--- config.mk ---
export PLATFORM = sky130hd
export DESIGN_NAME = int_to_float
export DESIGN_NICKNAME = d
export VERILOG_FILES = /design/src/rtl/float_pkg.sv /design/src/rtl/float_round.sv /design/src/rtl/int_to_float.sv
export SDC_FILE = /design/constraint.sdc
export NUM_CORES = 1
export LEC_CHECK = 0
export BUFFER_PORTS_ARGS = -buffer_cell sky130_fd_sc_hd__buf_4
export CAP_MARGIN = 20
export CORE_ASPECT_RATIO = 0.9
export CORE_MARGIN = 4
export CORE_UTILIZATION = 60
export CTS_CLUSTER_DIAMETER = 50
export DETAILED_ROUTE_END_ITERATION = 10
export PLACE_DENSITY = 0.88
export SLEW_MARGIN = 20
export SYNTH_ARGS = -nofsm -noshare
export SYNTH_HDL_FRONTEND = slang
export SYNTH_SLANG_ARGS = --single-unit
--- constraint.sdc ---
create_clock -name clk -period 6.8 [get_ports clk]
set_input_delay 1.02 -clock clk [delete_from_list [all_inputs] [get_ports clk]]
set_output_delay 1.02 -clock clk [all_outputs]
set_load 0.01 [all_outputs]
--- src/rtl/float_pkg.sv ---
// float_pkg: shared constants for the single-precision float datapath.
// Holds the exponent bias, field widths/positions and the int_to_float
// FSM state encoding. Imported by int_to_float and float_round.
package float_pkg;

  localparam int EXP_BIAS = 127;
  localparam int EXP_W    = 8;
  localparam int MAN_W    = 23;
  localparam int EM_W     = EXP_W + MAN_W;
  localparam int INT_W    = 32;

  localparam int SIGN_POS = 31;
  localparam int EXP_MSB  = 30;
  localparam int EXP_LSB  = 23;
  localparam int MAN_MSB  = 22;
  localparam int MAN_LSB  = 0;

  // Exponent of a value whose leading one sits in bit INT_W-1.
  localparam logic [EXP_W-1:0] EXP_TOP = EXP_W'(EXP_BIAS + INT_W - 1);

  typedef enum logic [1:0] {
    ST_IDLE  = 2'd0,
    ST_NORM  = 2'd1,
    ST_ROUND = 2'd2,
    ST_DONE  = 2'd3
  } i2f_state_e;

endpackage

--- src/rtl/float_round.sv ---
// float_round: combinational round-to-nearest-even of a normalized
// magnitude into packed {exp, mant}.
// Ports:
//   mag_frac  - normalized magnitude with the hidden one (bit 31) removed
//   exp       - biased exponent matching mag_frac
//   exp_man   - rounded {exp[7:0], mant[22:0]}
//   inexact   - guard or sticky bit was nonzero
module float_round
  import float_pkg::*;
(
  input  logic [30:0]      mag_frac,
  input  logic [EXP_W-1:0] exp,
  output logic [EM_W-1:0]  exp_man,
  output logic             inexact
);

  logic lsb;
  logic guard;
  logic sticky;
  logic round_up;

  always_comb begin
    lsb      = mag_frac[8];
    guard    = mag_frac[7];
    sticky   = |mag_frac[6:0];
    round_up = guard & (sticky | lsb);
    inexact  = guard | sticky;
    // Adding across the packed field lets an all-ones mantissa carry
    // straight into the exponent, which is exactly the renormalization
    // needed (mantissa wraps to zero, exponent increments).
    exp_man  = {exp, mag_frac[30:8]} + EM_W'(round_up);
  end

endmodule

--- src/rtl/int_to_float.sv ---
// int_to_float: multi-cycle 32-bit integer (signed or unsigned) to
// IEEE-754 single-precision converter with valid/ready on both sides.
// Ports:
//   clk, rst_n             - clock, async active-low reset
//   in_valid/in_ready      - operand handshake
//   in_data, in_signed     - integer operand and its signedness
//   out_valid/out_ready    - result handshake
//   out_data               - {sign, exp[7:0], mant[22:0]}
//   out_inexact            - result was rounded
//
// state | meaning
// IDLE  | waiting for an operand, in_ready high
// NORM  | shift mag left one bit per cycle until bit 31 is set
// ROUND | round and pack the result
// DONE  | result held with out_valid high until out_ready
module int_to_float
  import float_pkg::*;
#(
  parameter int EXP_BIAS_P = EXP_BIAS,
  parameter int INT_W_P    = INT_W
) (
  input  logic        clk,
  input  logic        rst_n,
  input  logic        in_valid,
  output logic        in_ready,
  input  logic [31:0] in_data,
  input  logic        in_signed,
  output logic        out_valid,
  input  logic        out_ready,
  output logic [31:0] out_data,
  output logic        out_inexact
);

  i2f_state_e       state_q, state_d;
  logic             sign_q, sign_d;
  logic [31:0]      mag_q, mag_d;
  logic [EXP_W-1:0] exp_q, exp_d;
  logic [31:0]      out_data_q, out_data_d;
  logic             out_inexact_q, out_inexact_d;

  logic             acc_sign;
  logic [31:0]      acc_mag;
  logic [EM_W-1:0]  rnd_exp_man;
  logic             rnd_inexact;

  assign acc_sign = in_signed & in_data[31];
  // Negating 0x80000000 yields 0x80000000, which is the correct magnitude.
  assign acc_mag  = acc_sign ? (~in_data + 32'd1) : in_data;

  float_round u_round (
    .mag_frac (mag_q[30:0]),
    .exp      (exp_q),
    .exp_man  (rnd_exp_man),
    .inexact  (rnd_inexact)
  );

  always_ff @(posedge clk or negedge rst_n) begin
    if (!rst_n) begin
      state_q       <= ST_IDLE;
      sign_q        <= 1'b0;
      mag_q         <= '0;
      exp_q         <= '0;
      out_data_q    <= '0;
      out_inexact_q <= 1'b0;
    end else begin
      state_q       <= state_d;
      sign_q        <= sign_d;
      mag_q         <= mag_d;
      exp_q         <= exp_d;
      out_data_q    <= out_data_d;
      out_inexact_q <= out_inexact_d;
    end
  end

  always_comb begin
    state_d = state_q;
    case (state_q)
      ST_IDLE:  if (in_valid) state_d = (acc_mag == '0) ? ST_DONE : ST_NORM;
      ST_NORM:  if (mag_q[31]) state_d = ST_ROUND;
      ST_ROUND: state_d = ST_DONE;
      ST_DONE:  if (out_ready) state_d = ST_IDLE;
      default:  state_d = ST_IDLE;
    endcase
  end

  always_comb begin
    sign_d        = sign_q;
    mag_d         = mag_q;
    exp_d         = exp_q;
    out_data_d    = out_data_q;
    out_inexact_d = out_inexact_q;
    case (state_q)
      ST_IDLE: begin
        if (in_valid) begin
          sign_d = acc_sign;
          mag_d  = acc_mag;
          exp_d  = EXP_TOP;
          if (acc_mag == '0) begin
            // Zero is always +0, even for signed input.
            out_data_d    = '0;
            out_inexact_d = 1'b0;
          end
        end
      end
      ST_NORM: begin
        if (!mag_q[31]) begin
          mag_d = {mag_q[30:0], 1'b0};
          exp_d = exp_q - 1'b1;
        end
      end
      ST_ROUND: begin
        out_data_d    = {sign_q, rnd_exp_man};
        out_inexact_d = rnd_inexact;
      end
      default: ;
    endcase
  end

  always_comb begin
    in_ready  = (state_q == ST_IDLE);
    out_valid = (state_q == ST_DONE);
  end

  assign out_data    = out_data_q;
  assign out_inexact = out_inexact_q;

endmodule

---- After elaboration in Yosys (flattened, before gate mapping) ----
Index checks and enable logic that the tools add are counted.
cells by class
  add/sub/neg operators ................... 3
  equality and inequality tests ........... 8
  mux-type cells .......................... 18
  bitwise gates (word level) .............. 5
  reductions and logical operators ........ 10
operators with widths
  operator                 number
  $mux W32                 5
  $pmux W32 S2             2
  $add A32 B1 Y32 const B  1
  $logic_not A32 Y1        1
  $not A32 Y32             1
  $add A31 B1 Y31          1
  $mux W8                  2
  $pmux W8 S2              1
  $reduce_and A3 Y1        3
  $mux W2                  4
  $pmux W2 S4              1
  $sub A8 B1 Y8 const B    1
  $reduce_or A7 Y1         1
  $ne A2 B2 Y1 const B     3
  $eq A2 B2 Y1 const B     2
  $ne A2 B1 Y1 const B     2
  $reduce_and A2 Y1        2
  $reduce_bool A2 Y1       2
  $and A1 B1 Y1            2
  $eq A2 B1 Y1 const B     1
  $logic_not A2 Y1         1
  $mux W1                  2
  $or A1 B1 Y1             2
  $pmux W1 S2              1
word-level totals
  register bits ........................... 76
  input port bits ......................... 37
  output and inout port bits .............. 35
  logic and storage cells ................. 51

---- Longest topological paths before layout ----
  depth in word-level cells ............... 7
  mapped depth ............................ 13

---- By module ----
A second synthesis with hierarchy kept.
second synthesis, totals
  cell total of the unflattened synthesis .. 567
  area total of the unflattened synthesis .. 5024.8 µm²
modules (own cells, without submodules)
  module        times used  cells each  area an instance (µm²)
  int_to_float  1           474         4416.7
  float_round   1           93          608.1

---- Worst setup path before layout ----
No wires, ideal clock.
  kind .................................... input-to-reg
  start point ............................. in in_data[2]
  end point ............................... reg out_data_q[11], in the netlist out_data[11]
  setup time .............................. 69 ps
  arrival time ............................ 4061 ps
  data required time ...................... 6731 ps
  setup slack ............................. 2670 ps
  stages .................................. 11
  path buffers ............................ 3
  path through ............................ buf_6 -> or4_1 -> buf_2 -> or4b_1 -> a21oi_1 -> o2111ai_1 -> a2111o_1 -> or4b_4 -> buf_6 -> or4_1 -> nand3_1
on the way
  longest elaborated chain between the ends .. 6
RTL lines
  item                                  RTL line            text
  start, declared                       int_to_float.sv:26  input logic [31:0] in_data,
  $not A32 Y32                          int_to_float.sv:48  assign acc_mag = acc_sign ? (~in_data + 32'd1) : in_data;
  $add A32 B1 Y32                       int_to_float.sv:48
  $mux W32 *                            int_to_float.sv:48
  $logic_not A32 Y1 *                   int_to_float.sv:98  if (acc_mag == '0) begin
  $ne A2 B1 Y1 (no source line) *       -
  $reduce_and A3 Y1 (no source line) *  -
  end signal, assigned                  int_to_float.sv:70  out_data_q <= out_data_d;
  end, declared                         int_to_float.sv:38  logic [31:0] out_data_q, out_data_d;
Mark *: on every way between the ends. The rest lies on a longest branch, timed or not.
A chain may end at the register's enable or synchronous reset.

---- Worst setup path after layout ----
  start point ............................. in in_data[0]
  end point ............................... reg out_data_q[1], in the netlist out_data[1]
The elaborated chain is that of the path after synthesis.

==> out/metrics.csv <==
stage;metric;value;unit
run_status;status;complete, no violations;
setup_path;Critical Path Slowest Stage Cell;nor4b_2;
synth;number of synthesized register bits;76;
timing;Worst slew margin;26.8;%
power_and_ir_drop;Sw Ratio;45.7;%
setup_path;CP max FO;21;
floorplanning;Die H;99.9;um
floorplanning;die outline width;110;um
synth;Post-synth EDFFs;0;
timing;total negative slack;0;ns
final_layout;final layout net count;764;
timing;fmax;0.204;GHz
synth;Ys Warns;0;
clock_network;CTS resizes;0;
grt;total track usage;30.2;%
final_layout;Antenna Cells;0;
timing;Layout Skew;0.00869;ns
setup_path;Worst setup SP type;input pin;
power_and_ir_drop;P_leak;2.40;nW
synth;Mapped Avg Cell Area;8.13;sq um
power_and_ir_drop;total power;2.47;mW
synth;Seq/Total Area, Yosys;33.8;%
power_and_ir_drop;Max VDD drop;225;uV
worst_hold_path;worst hold-check path type;flop to flop;
setup_path;delay of the slowest critical-path stage;0.72;ns
synth;Post-Syn Area;5630;sq um
clock_network;# Post-CTS Setup Buffers;0;
setup_path;Crit Path Class;input pin to flop;
setup_path;WP data required;7.07;ns
placed_design;GP Congestion;0.948;
setup_path;setup slack, reg-to-reg;3.16;ns
worst_hold_path;Hold Crit Depth;2;
clock_network;CTS buffer count;9;
floorplanning;Core Box Area;9130;sq um
grt;global-route wire length before repair;26400;um
placed_design;I/O Buffers;71;
clock_network;Clk Latency, worst-skew pair;0.37;ns
timing;period utilisation layout;71.9;%
final_layout;layout cells sized above 1;13.9;%
synth;Mapped Cells;692;
power_and_ir_drop;part of the power in registers;36.3;%
drt;via count;5800;
floorplanning;Cell Rows;33;
setup_path;Worst R2R Path Depth;10;
timing;# setup viols final;0;
grt;initial antenna violation count;0;
drt;Detailed Routing Iterations Pass 1;7;
clock_network;clock tree buffer depth;2;
setup_path;CP Cell Sequence;buf_4, inv_1, ha_1, nor3b_2, nand4_1, o21ai_0, xnor2_1, a2111o_1, nor4b_2, nand2_1, o211ai_1;
clock_network;hold_buf cts;0;
floorplanning;full die area;11000;sq um
drt;Via density;6.88;
drt;WL/cell;19.5;um
placed_design;hpwl dp;11400;um
final_layout;Layout area overhead;12.1;%
synth;Yosys cell types;55;
synth;Most used DFF post-synth;dfrtp_1;
power_and_ir_drop;Combinational Power Share;49.1;%
floorplanning;Initial Utilization;61.7;%
grt;vias in the first global route;5201;
clock_network;CTS tree;built;
power_and_ir_drop;clock power share;14.5;%
timing;Worst Tran Pin Value;1.10;ns
setup_path;Worst EP arrival;5.16;ns
clock_network;H-tree depth;3;
timing;Period minus WS final;4.89;ns
timing;RSZ-0062 raised after global routing;no;
drt;Post-route DRC;0;
power_and_ir_drop;internal power;1.34;mW
drt;overall routed net length;16400;um
drt;Detail Route Antenna Nets;0;
grt;grt ovf;0;
power_and_ir_drop;switching power;1.13;mW
drt;Iter 0 DRT Violations;631;
power_and_ir_drop;pwr/cell area;391;nW/um^2
synth;post-synth net total;739;
timing;Hold Fails Final Rpt;0;
clock_network;CTS Root Buffer Type;clkbuf_8;
clock_network;clock-pin slew on the worst setup and hold paths;0.08;ns
flow_run;max-cap viol count;0;
synth;asr flop ratio synth;100;%
floorplanning;IO Pins;72;
grt;largest net degree at the start of global routing;77;
timing;Max Slew Vio Count;0;
clock_network;clk sinks;76;
setup_path;critical path endpoint category;flop;
-- metal layers --
layer / vias to the layer above / global-route usage (%) / share of wire (%)
li1: 2628 / - / -
met1: 2781 / 42.3 / 39
met2: 338 / 46.6 / 48
met3: 53 / 6.62 / 10
met4: 0 / 9.59 / 2.8
met5: - / 0 / 0
-- synth_stat cells (3+ instances only) --
| cell type | instances | share of area, % |
|---|---|---|
| a211oi_1 | 3 | 0.40 |
| a21oi_1 | 27 | 2.4 |
| a22oi_1 | 48 | 6.4 |
| and3_1 | 6 | 0.67 |
| and4_1 | 4 | 0.62 |
| buf_1 | 3 | 0.20 |
| buf_2 | 3 | 0.27 |
| clkbuf_1 | 55 | 3.7 |
| dfrtp_1 | 76 | 34 |
| ha_1 | 10 | 2.2 |
| inv_1 | 13 | 0.87 |
| mux2i_1 | 3 | 0.53 |
| nand2_1 | 78 | 5.2 |
| nand2b_1 | 3 | 0.33 |
| nand3_1 | 29 | 2.6 |
| nand3b_1 | 5 | 0.67 |
| nand4_1 | 21 | 2.3 |
| nor2_1 | 53 | 3.5 |
| nor3_1 | 16 | 1.4 |
| nor4_1 | 11 | 1.2 |
| o211ai_1 | 21 | 2.8 |
| o21ai_0 | 47 | 4.2 |
| o221ai_1 | 33 | 5.1 |
| o31ai_1 | 5 | 0.67 |
| o41ai_1 | 3 | 0.47 |
| or2_2 | 3 | 0.33 |
| or3_1 | 9 | 1.0 |
| or4_1 | 9 | 1.2 |
| xnor2_1 | 33 | 5.1 |
| xor2_1 | 28 | 4.4 |
-- state kept, by name (all words and copies together) (netlist names) --
signal,flops
exp_q,8
sign_q,1
state_q,2
mag_q,32
out_inexact,1
out_data,32
-- final cells by class --
cell class,count,area [sq um]
Clock inverter,5,61.3
Tap cell,122,153
Timing Repair Buffer,77,578
Inverter,14,52.6
Sequential cell,76,1900
Clock buffer,10,138
Fill cell,753,2820
Multi-Input combinational cell,539,3420
-- power by group through the flow --
| stage | Combinational, mW | Sequential [mW] | Clock [mW] |
|---|---|---|---|
| after floorplan | 0.793 | 0.861 | 0 |
| after global placement | 1.15 | 0.878 | 0 |
| after detailed placement | 1.19 | 0.894 | 0 |
| after CTS | 1.20 | 0.888 | 0.361 |
| after global routing | 1.34 | 0.922 | 0.381 |
| final | 1.21 | 0.897 | 0.359 |
-- critical path, delay by kind of cell --
| family | cells | cell delay, ns |
|---|---|---|
| XOR/XNOR | 1 | 0.13 |
| AO/OA/AOI/OAI | 3 | 1.13 |
| AND/OR/NAND/NOR | 4 | 2.45 |
| buffers and inverters | 2 | 0.21 |
| adder cells (fa/ha/maj) | 1 | 0.21 |
-- through the flow --
stage | cells | utilization, % | setup slack [ns] | cell area (sq um) | hold slack [ns]
2_1_floorplan | 692 | - | 2.67 | 5630 | 0.450
4_1_cts | 843 | 69.1 | 2.06 | 6310 | 0.491
3_3_place_gp | 828 | 66.9 | 1.90 | 6100 | 0.465
6_report | 843 | 69.1 | 1.91 | 6310 | 0.485
3_5_place_dp | 828 | 67.0 | 1.68 | 6110 | 0.472
5_1_grt | 843 | 69.1 | 1.58 | 6310 | 0.520
-- cells in the final DEF (no fill, tap or decap), drive strengths merged, types with 3 or more instances in the layout --
master | Yosys | routed
a211oi | 3 | 3
a21oi | 27 | 27
a22oi | 48 | 48
and3 | 6 | 6
and4 | 4 | 4
buf | 8 | 77
clkbuf | 55 | 10
clkinvlp | 0 | 3
dfrtp | 76 | 76
ha | 10 | 10
inv | 13 | 14
mux2i | 3 | 3
nand2 | 78 | 78
nand2b | 3 | 3
nand3 | 29 | 29
nand3b | 5 | 5
nand4 | 21 | 21
nor2 | 53 | 53
nor3 | 16 | 16
nor4 | 11 | 11
nor4b | 3 | 3
o211ai | 21 | 21
o21ai | 47 | 47
o221ai | 33 | 33
o31ai | 5 | 5
o41ai | 3 | 3
or2 | 3 | 3
or3 | 9 | 9
or4 | 9 | 9
xnor2 | 33 | 33
xor2 | 28 | 28
-- cell families (layout without fill, tap and decap cells) --
group	Yosys count	after routing	synth area share, %
AND/OR/NAND/NOR	260	260	23.3
AO/OA/AOI/OAI	205	205	25.2
flip-flops	76	76	33.8
buffers and inverters	77	106	5.47
multiplexers	3	3	0.534
XOR/XNOR	61	61	9.50
adder cells (fa/ha/maj)	10	10	2.22
-- final timing paths --
check / startpoint / end
hold / removal: mag_q[30] / mag_q[30]
min in group asynchronous: rst_n / mag_q[14]
setup reg to reg: state_q[1] / exp_q[7]
max in group asynchronous: rst_n / out_data[24]
hold reg to reg: mag_q[30] / mag_q[30]
setup / recovery: in_data[0] / out_data[1]
(Power assumes the default switching activity.)
